<file path="src/rtl/dpll_loop_nco.sv">
// PI loop filter and phase-accumulator NCO that regenerates the PFD feedback clock,
// with a windowed activity-based lock detector.
module dpll_loop_nco #(
   parameter int unsigned ACC_W      = 16,
   parameter int unsigned CTRL_W     = 16,
   parameter int          FCW_CENTER = 4096,
   parameter int          FCW_MIN    = 1024,
   parameter int          FCW_MAX    = 16384,
   parameter int          KP_STEP    = 64,
   parameter int          KI_STEP    = 1,
   parameter int unsigned WIN        = 256,
   parameter int unsigned ACT_MAX    = 8,
   parameter int unsigned LOCK_WINS  = 4
) (
   input  logic              clk,
   input  logic              rst_n,
   input  logic              en,
   input  logic              up,
   input  logic              down,
   output logic              clk_fb,
   output logic [CTRL_W-1:0] fcw,
   output logic              rail,
   output logic              locked
);

   localparam int unsigned SW    = CTRL_W + 2;
   localparam int unsigned WIN_W = $clog2(WIN);
   localparam int unsigned ACT_W = $clog2(WIN + 1);
   localparam int unsigned QW    = $clog2(LOCK_WINS + 1);

   localparam logic [0:0] ACQUIRE = 1'b0;
   localparam logic [0:0] LOCKED  = 1'b1;

   localparam logic signed [SW-1:0] I_MIN = SW'(FCW_MIN - FCW_CENTER);
   localparam logic signed [SW-1:0] I_MAX = SW'(FCW_MAX - FCW_CENTER);
   localparam logic signed [SW-1:0] F_MIN = SW'(FCW_MIN);
   localparam logic signed [SW-1:0] F_MAX = SW'(FCW_MAX);
   localparam logic signed [SW-1:0] F_CTR = SW'(FCW_CENTER);
   localparam logic signed [SW-1:0] KI_S  = SW'(KI_STEP);
   localparam logic signed [SW-1:0] KP_S  = SW'(KP_STEP);

   logic signed [SW-1:0] integ_q, integ_d;
   logic [CTRL_W-1:0]    fcw_q, fcw_d;
   logic [ACC_W-1:0]     acc_q, acc_d;
   logic                 clk_fb_q, clk_fb_d;
   logic                 rail_q, rail_d;
   logic                 locked_q, locked_d;
   logic [0:0]           state_q, state_d;
   logic [WIN_W-1:0]     win_cnt_q, win_cnt_d;
   logic [ACT_W-1:0]     act_cnt_q, act_cnt_d;
   logic [QW-1:0]        quiet_q, quiet_d;

   logic signed [SW-1:0] ki_term, kp_term, integ_sum, fcw_sum, fcw_n;
   logic [ACT_W-1:0]     act_total;
   logic [QW-1:0]        quiet_inc;
   logic                 e_up, e_dn, integ_pin, fcw_oob, win_end, quiet;

   // Filter datapath, lock counters and next-state logic
   always_comb begin
      e_up      = up & ~down;
      e_dn      = down & ~up;
      ki_term   = e_up ? KI_S : (e_dn ? -KI_S : '0);
      kp_term   = e_up ? KP_S : (e_dn ? -KP_S : '0);
      integ_sum = integ_q + ki_term;

      integ_d = integ_sum;
      if (integ_sum < I_MIN) integ_d = I_MIN;
      if (integ_sum > I_MAX) integ_d = I_MAX;
      integ_pin = (integ_d == I_MIN) || (integ_d == I_MAX);

      fcw_sum = F_CTR + integ_d + kp_term;
      fcw_oob = (fcw_sum < F_MIN) || (fcw_sum > F_MAX);
      fcw_n   = fcw_sum;
      if (fcw_sum < F_MIN) fcw_n = F_MIN;
      if (fcw_sum > F_MAX) fcw_n = F_MAX;
      fcw_d   = CTRL_W'(fcw_n);
      rail_d  = fcw_oob | integ_pin;

      acc_d    = acc_q + ACC_W'(fcw_q);
      clk_fb_d = acc_q[ACC_W-1];

      win_end   = (win_cnt_q == WIN_W'(WIN - 1));
      act_total = act_cnt_q + ACT_W'(up | down);
      quiet     = (act_total <= ACT_W'(ACT_MAX));
      quiet_inc = (quiet_q == QW'(LOCK_WINS)) ? quiet_q : quiet_q + QW'(1);

      state_d   = state_q;
      quiet_d   = quiet_q;
      win_cnt_d = win_end ? '0 : win_cnt_q + WIN_W'(1);
      act_cnt_d = win_end ? '0 : act_total;

      if (win_end) begin
         case (state_q)
            ACQUIRE: begin
               if (quiet) begin
                  quiet_d = quiet_inc;
                  if (quiet_inc == QW'(LOCK_WINS)) state_d = LOCKED;
               end else begin
                  quiet_d = '0;
               end
            end
            LOCKED: begin
               if (!quiet) begin
                  state_d = ACQUIRE;
                  quiet_d = '0;
               end
            end
            default: state_d = ACQUIRE;
         endcase
      end

      // Open loop: park at centre frequency, restart acquisition from scratch
      if (!en) begin
         integ_d   = '0;
         fcw_d     = CTRL_W'(FCW_CENTER);
         rail_d    = 1'b0;
         state_d   = ACQUIRE;
         quiet_d   = '0;
         win_cnt_d = '0;
         act_cnt_d = '0;
      end

      locked_d = (state_d == LOCKED);
   end

   always_ff @(posedge clk or negedge rst_n) begin
      if (!rst_n) begin
         integ_q   <= '0;
         fcw_q     <= CTRL_W'(FCW_CENTER);
         acc_q     <= '0;
         clk_fb_q  <= 1'b0;
         rail_q    <= 1'b0;
         locked_q  <= 1'b0;
         state_q   <= ACQUIRE;
         win_cnt_q <= '0;
         act_cnt_q <= '0;
         quiet_q   <= '0;
      end else begin
         integ_q   <= integ_d;
         fcw_q     <= fcw_d;
         acc_q     <= acc_d;
         clk_fb_q  <= clk_fb_d;
         rail_q    <= rail_d;
         locked_q  <= locked_d;
         state_q   <= state_d;
         win_cnt_q <= win_cnt_d;
         act_cnt_q <= act_cnt_d;
         quiet_q   <= quiet_d;
      end
   end

   assign clk_fb = clk_fb_q;
   assign fcw    = fcw_q;
   assign rail   = rail_q;
   assign locked = locked_q;

endmodule

</file>
<file path="config.mk">
export PLATFORM = sky130hd
export DESIGN_NAME = dpll_loop_nco
export DESIGN_NICKNAME = d
export VERILOG_FILES = /design/src/rtl/dpll_loop_nco.sv
export SDC_FILE = /design/constraint.sdc
export NUM_CORES = 1
export LEC_CHECK = 0
export ABC_AREA = 1
export BUFFER_PORTS_ARGS = -buffer_cell sky130_fd_sc_hd__buf_2
export CORE_ASPECT_RATIO = 1.75
export CORE_MARGIN = 10
export CORE_UTILIZATION = 55
export DETAILED_ROUTE_END_ITERATION = 10
export PLACE_DENSITY = 0.76
export SKIP_LAST_GASP = 1
export SLEW_MARGIN = 40
export SYNTH_ARGS = -nofsm -noshare
export SYNTH_HDL_FRONTEND = slang
export SYNTH_SLANG_ARGS = --single-unit
</file>
<file path="constraint.sdc">
create_clock -name clk -period 4.8 [get_ports clk]
set_input_delay 1.2 -clock clk [delete_from_list [all_inputs] [get_ports clk]]
set_output_delay 1.2 -clock clk [all_outputs]
set_load 0.005 [all_outputs]
</file>
## Word level (Yosys, flattened, before mapping)

Cells that the tools add are included.

| cells by class | value |
|---|---|
| equal/unequal tests | 7 |
| order comparisons | 5 |
| reductions and logical operators | 3 |
| bitwise logic cells | 7 |
| $add $sub $neg | 7 |
| mux-type cells | 27 |

Operator list:

| cell | number |
|---|---|
| two-way mux 18 bit | 7 |
| two-way mux 16 bit | 3 |
| adder 18 bit | 2 |
| adder 14 x 18 -> 18 bit (first input constant) | 1 |
| == test 18 x 13 -> 1 bit (second input constant) | 1 |
| == test 18 x 15 -> 1 bit (second input constant) | 1 |
| greater-than comparator 18 x 15 -> 1 bit (second input constant) | 1 |
| greater-than comparator 18 x 16 -> 1 bit (second input constant) | 1 |
| < comparator 18 x 12 -> 1 bit (second input constant) | 1 |
| < comparator 18 x 13 -> 1 bit (second input constant) | 1 |
| two-way mux 9 bit | 2 |
| adder 16 bit | 1 |
| two-way mux 8 bit | 2 |
| two-way mux 3 bit | 5 |
| adder 9 x 1 -> 9 bit | 1 |
| less-or-equal comparator 9 x 4 -> 1 bit (second input constant) | 1 |
| adder 8 x 1 -> 8 bit (second input constant) | 1 |
| == test 8 bit (second input constant) | 1 |
| == test 3 bit (second input constant) | 2 |
| two-way mux 1 bit | 6 |
| case mux 3 bit (2 select lines) | 1 |
| adder 3 x 1 -> 3 bit (second input constant) | 1 |
| != test 3 bit (second input constant) | 1 |
| inverter 1 bit | 3 |
| other kinds (6) | 9 |

| word-level totals | value |
|---|---|
| logic and storage cells | 65 |
| register bits | 73 |
| input bits | 5 |

## Depth between registers and ports, before layout

| depth | value |
|---|---|
| word-level depth | 14 |
| gate-level depth with buffers | 45 |
| gate-level depth less buffers | 43 |

## Worst setup path before layout

No wires, ideal clock.

| path | value |
|---|---|
| path kind | input -> register |
| start | in up |
| end | reg fcw_q[9], in the netlist fcw[9] |
| slack | -0.964 ns |
| required time | 4.677 ns |
| stages on the path | 36 |
| path buffers | 3 |
| setup time | 0.123 ns |
| arrival | 5.640 ns |
| cell sequence | inv_1 -> ha_1 -> buf_6 -> buf_6 -> nor2_1 -> nor2_2 -> ha_1 -> inv_1 -> nand2_1 -> nand3_1 -> nand2_1 -> nand2_1 -> nand2_2 -> nand2_1 -> nand3_1 -> nand2_1 -> nor2_2 -> nand2_1 -> nand2_2 -> nand2_4 -> buf_4 -> nand2_1 -> inv_1 -> ha_1 -> ha_1 -> a21oi_1 -> o21ai_0 -> a21oi_1 -> xor2_1 -> nand2_1 -> nor2_1 -> inv_1 -> o31ai_1 -> inv_2 -> nand3_4 -> nor2_2 |

| between the ends | value |
|---|---|
| word-level cells in the longest chain between the ends | 14 |
| elaborated cells between the ends (all ways) | 19 |

RTL lines:

| element | line | text |
|---|---|---|
| start, declared | 18 | `input logic up,` |
| inverter 1 bit | 61 | `e_dn = down & ~up;` |
| bitwise AND 1 bit | 61 |  |
| two-way mux 18 bit (2 in a row) | 62 | `ki_term = e_up ? KI_S : (e_dn ? -KI_S : '0);` |
| adder 18 bit | 64 | `integ_sum = integ_q + ki_term;` |
| < comparator 18 x 13 -> 1 bit | 67 | `if (integ_sum < I_MIN) integ_d = I_MIN;` |
| two-way mux 18 bit | 67 |  |
| two-way mux 18 bit | 68 | `if (integ_sum > I_MAX) integ_d = I_MAX;` |
| adder 14 x 18 -> 18 bit | 71 | `fcw_sum = F_CTR + integ_d + kp_term;` |
| adder 18 bit * | 71 |  |
| < comparator 18 x 12 -> 1 bit | 74 | `if (fcw_sum < F_MIN) fcw_n = F_MIN;` |
| two-way mux 16 bit | 74 |  |
| two-way mux 16 bit * | 75 | `if (fcw_sum > F_MAX) fcw_n = F_MAX;` |
| two-way mux 16 bit * | 113 | `if (!en) begin` |
| net fcw_d[9] | 43 | `logic [CTRL_W-1:0] fcw_q, fcw_d;` |
| end signal, assigned | 129 | `fcw_q <= CTRL_W'(FCW_CENTER);` |
| end signal, assigned | 140 | `fcw_q <= fcw_d;` |
| end, declared | 43 |  |

Mark *: on every way through the listed nets, which the timed path passes. The rest lies on a longest branch.
A chain may end at the register's enable or synchronous reset.

## Final worst setup path

Same ends and word-level chain as after synthesis.

==> metrics.txt <==
status=finished with violations; failing checks=negative setup slack; overall power=0.00313 W; total global routing overflow=0; cell taking the most area after synthesis=dfrtp_1; Worst setup startpoint=up; Post-Route WL=20.8 mm; Int Pwr=0.00185 W; vias in the first global route=6,596; area share of the largest cell type after synthesis=0.320; pin count of the biggest net entering global routing=74; total track usage=0.256; Seq/Total Area, Yosys=0.325; Req. time, crit path=5060 ps; CP Capture Type=register; CTS tree=done; Setup-failing EPs final=16; WHS=397 ps; ys async rst share=1.00; Slew headroom=0.462; area grow syn2layout=46.4%; Synth Flop Type=dfrtp_1; r2r setup slk=-220 ps; Worst Clk Skew=8.48 ps; crit start category=primary input; mux share of post-synthesis cell area=0; post-synthesis net count=842; count of input and output buffers=23; count of warnings emitted by yosys=0; R2R depth=35; placed instance count=1,032; initial core utilization=0.567; maximum vdd drop=364 uV; Post-Syn Instances=792; hold buffer count at cts=0; main combinational cell family by area after synthesis=simple AND/OR/NAND/NOR gates; switching pwr=0.00128 W; total CTS buffers=9; first-pass GRT wire length=30.2 mm; synth cell count leaders=199 x nand2_1, 110 x nor2_1, 102 x inv_1; hold crit path type=register to register; final cell count without fillers=1,096; Post-Synth XOR/XNOR Area=0.0561; Max clock buf depth=2; register bit total from synthesis=73; synthesized area=5620 um2; grt peak-use layer=met2; count leader, synth=nand2_1; Placer Congestion=0.976; Compound-Gate Fraction of Synth Area=0.0943; post-synth cell types=48; cell count of the worst hold path=0; worst-margin pin slew=806 ps; Vias=6,372; worst endpoint data arrival time=6160 ps; GRT met3 Usage=0.0366; H-tree lvl count=3; Logic pwr share=0.518; Crit path top cell by count=nand2_1; detailed placement HPWL=12.3 mm; met2 usage=0.471; maximum clock rate=169 MHz; drt wl/cell=19.0 um; Worst R2R End=fcw[9]; CTS Root Cell=clkbuf_16; Setup crit end=fcw[9]; Final WS setup=-1100 ps; min Tclk post-route=5900 ps; post-synthesis adder-cell area fraction=0.103; initial antenna violation count=0; DRT iter0 DRCs=500; CTS sink cnt=73; sequential power share=0.260; First-pass DRT Iterations=5; chip width=96.4 um; Nets=1,016; worst r2r src=integ_q[5]; pwr/cell area=380 nW/um2; CORE AREA=9910 um2; max incr delay on CP=370 ps; Max Slew Vio Count=0; switching part of the total=0.408; M1 GR Usage=0.231; die height=154 um; Post-synth EDFFs=0; CP max stage cell=ha_1; row cnt=48; die area=14,800 um2; Reg clk slew, reported paths=60 ps; syn_area_per_cell=7.10 um2; Top Ports=24; Final Hold Fails=0; max_cap viols=0; RSZ-0062 raised after global routing=yes; Synth Area in Simple Gates=0.328; Setup TNS Final=-16,410 ps; fin crit share=1.23; Post-DRT Antenna Nets=0; Vias/cell=5.81; Crit Path Class=primary input to register; worst-path maximum fanout=8; clock network power share=0.222; drc violations=0; synth top area cells=dfrtp_1 32%, nand2_1 13%, ha_1 9.6%; share of cells above drive strength 1=0.393; Skew-Pair Late Insertion Delay=340 ps; P_leak=4.19 nW; diode count=0
cell type report:
cell class,count,area [um2]
multi-input combinational,599,4060
sequential,73,1830
fill,542,1680
timing repair buffer,177,1460
inverter,106,425
clock buffer,11,243
tap,125,156
clock inverter,5,62.6
worst min-delay path by stage:
stage	from	end	slack (ps)
global route	acc_q[15]	clk_fb	410
floorplan	acc_q[15]	clk_fb	370
CTS	acc_q[15]	clk_fb	400
global placement	acc_q[15]	clk_fb	390
detailed placement	acc_q[15]	clk_fb	390
finish	acc_q[15]	clk_fb	400
routing by layer:
metal | wire [um] | part of all wire
met3 | 1080 | 0.052
met5 | 0 | 0
met2 | 11300 | 0.54
met4 | 1850 | 0.089
met1 | 6650 | 0.32
cells in the final DEF (no fill, tap or decap), drive strengths merged, types with 8 or more instances in the layout:
| cell | count |
|---|---|
| nand2 | 212 |
| buf | 177 |
| nor2 | 129 |
| inv | 107 |
| dfrtp | 72 |
| nand3 | 57 |
| a21oi | 53 |
| ha | 43 |
| xor2 | 28 |
| o21ai | 19 |
| clkbuf | 11 |
| nor3 | 10 |
| xnor2 | 8 |
registers in the layout, indices dropped and copies added (netlist names):
name and flops:
acc_q 16, act_cnt_q 9, clk_fb 1, fcw 16
integ_q 18, quiet_q 3, rail 1, state_q 1
win_cnt_q 8
per-stage QoR:
| stage | util | worst slack (ps) | area [um2] |
|---|---|---|---|
| detailed placement | 0.680 | -1310 | 6740 |
| global route | 0.831 | -1420 | 8230 |
| finish | 0.831 | -1100 | 8230 |
| CTS | 0.788 | -627 | 7800 |
| floorplan | - | -568 | 5760 |
| global placement | 0.680 | -1210 | 6740 |
worst max-delay path: cells and delay by family:
family	cells	cell delay, ps
AND/OR/NAND/NOR	26	2790
buffers and inverters	8	900
adder cells (fa/ha/maj)	3	840
AO/OA/AOI/OAI	2	390
power by group through the flow:
stage          logic, W  registers (W)  clock network (W)
2_1_floorplan  0.000776       0.000797                  0
3_3_place_gp    0.00114       0.000807                  0
3_5_place_dp    0.00119       0.000814                  0
4_1_cts         0.00142       0.000809           0.000688
5_1_grt         0.00174       0.000823           0.000719
6_report        0.00162       0.000813           0.000696
cell families after synthesis:
kind of cell               Yosys count
xor gates and xnor gates            36
buffers and inverters              120
AOI/OAI and AO/OA                   92
other                                1
adders and majority gates           45
and+or+nand+nor                    425
DFF                                 73
repair_timing:
| item | 4_1_cts | 5_1_grt |
|---|---|---|
| gates resized for setup | 113 | 83 |
| pin swaps | 55 | 59 |
| setup buffers | 38 | 8 |
| hold endpoints to repair | 0 | 0 |
| gates cloned | 2 | 0 |
| setup endpoints to repair | 16 | 16 |
Note: power is estimated with default switching activity, not from simulation.
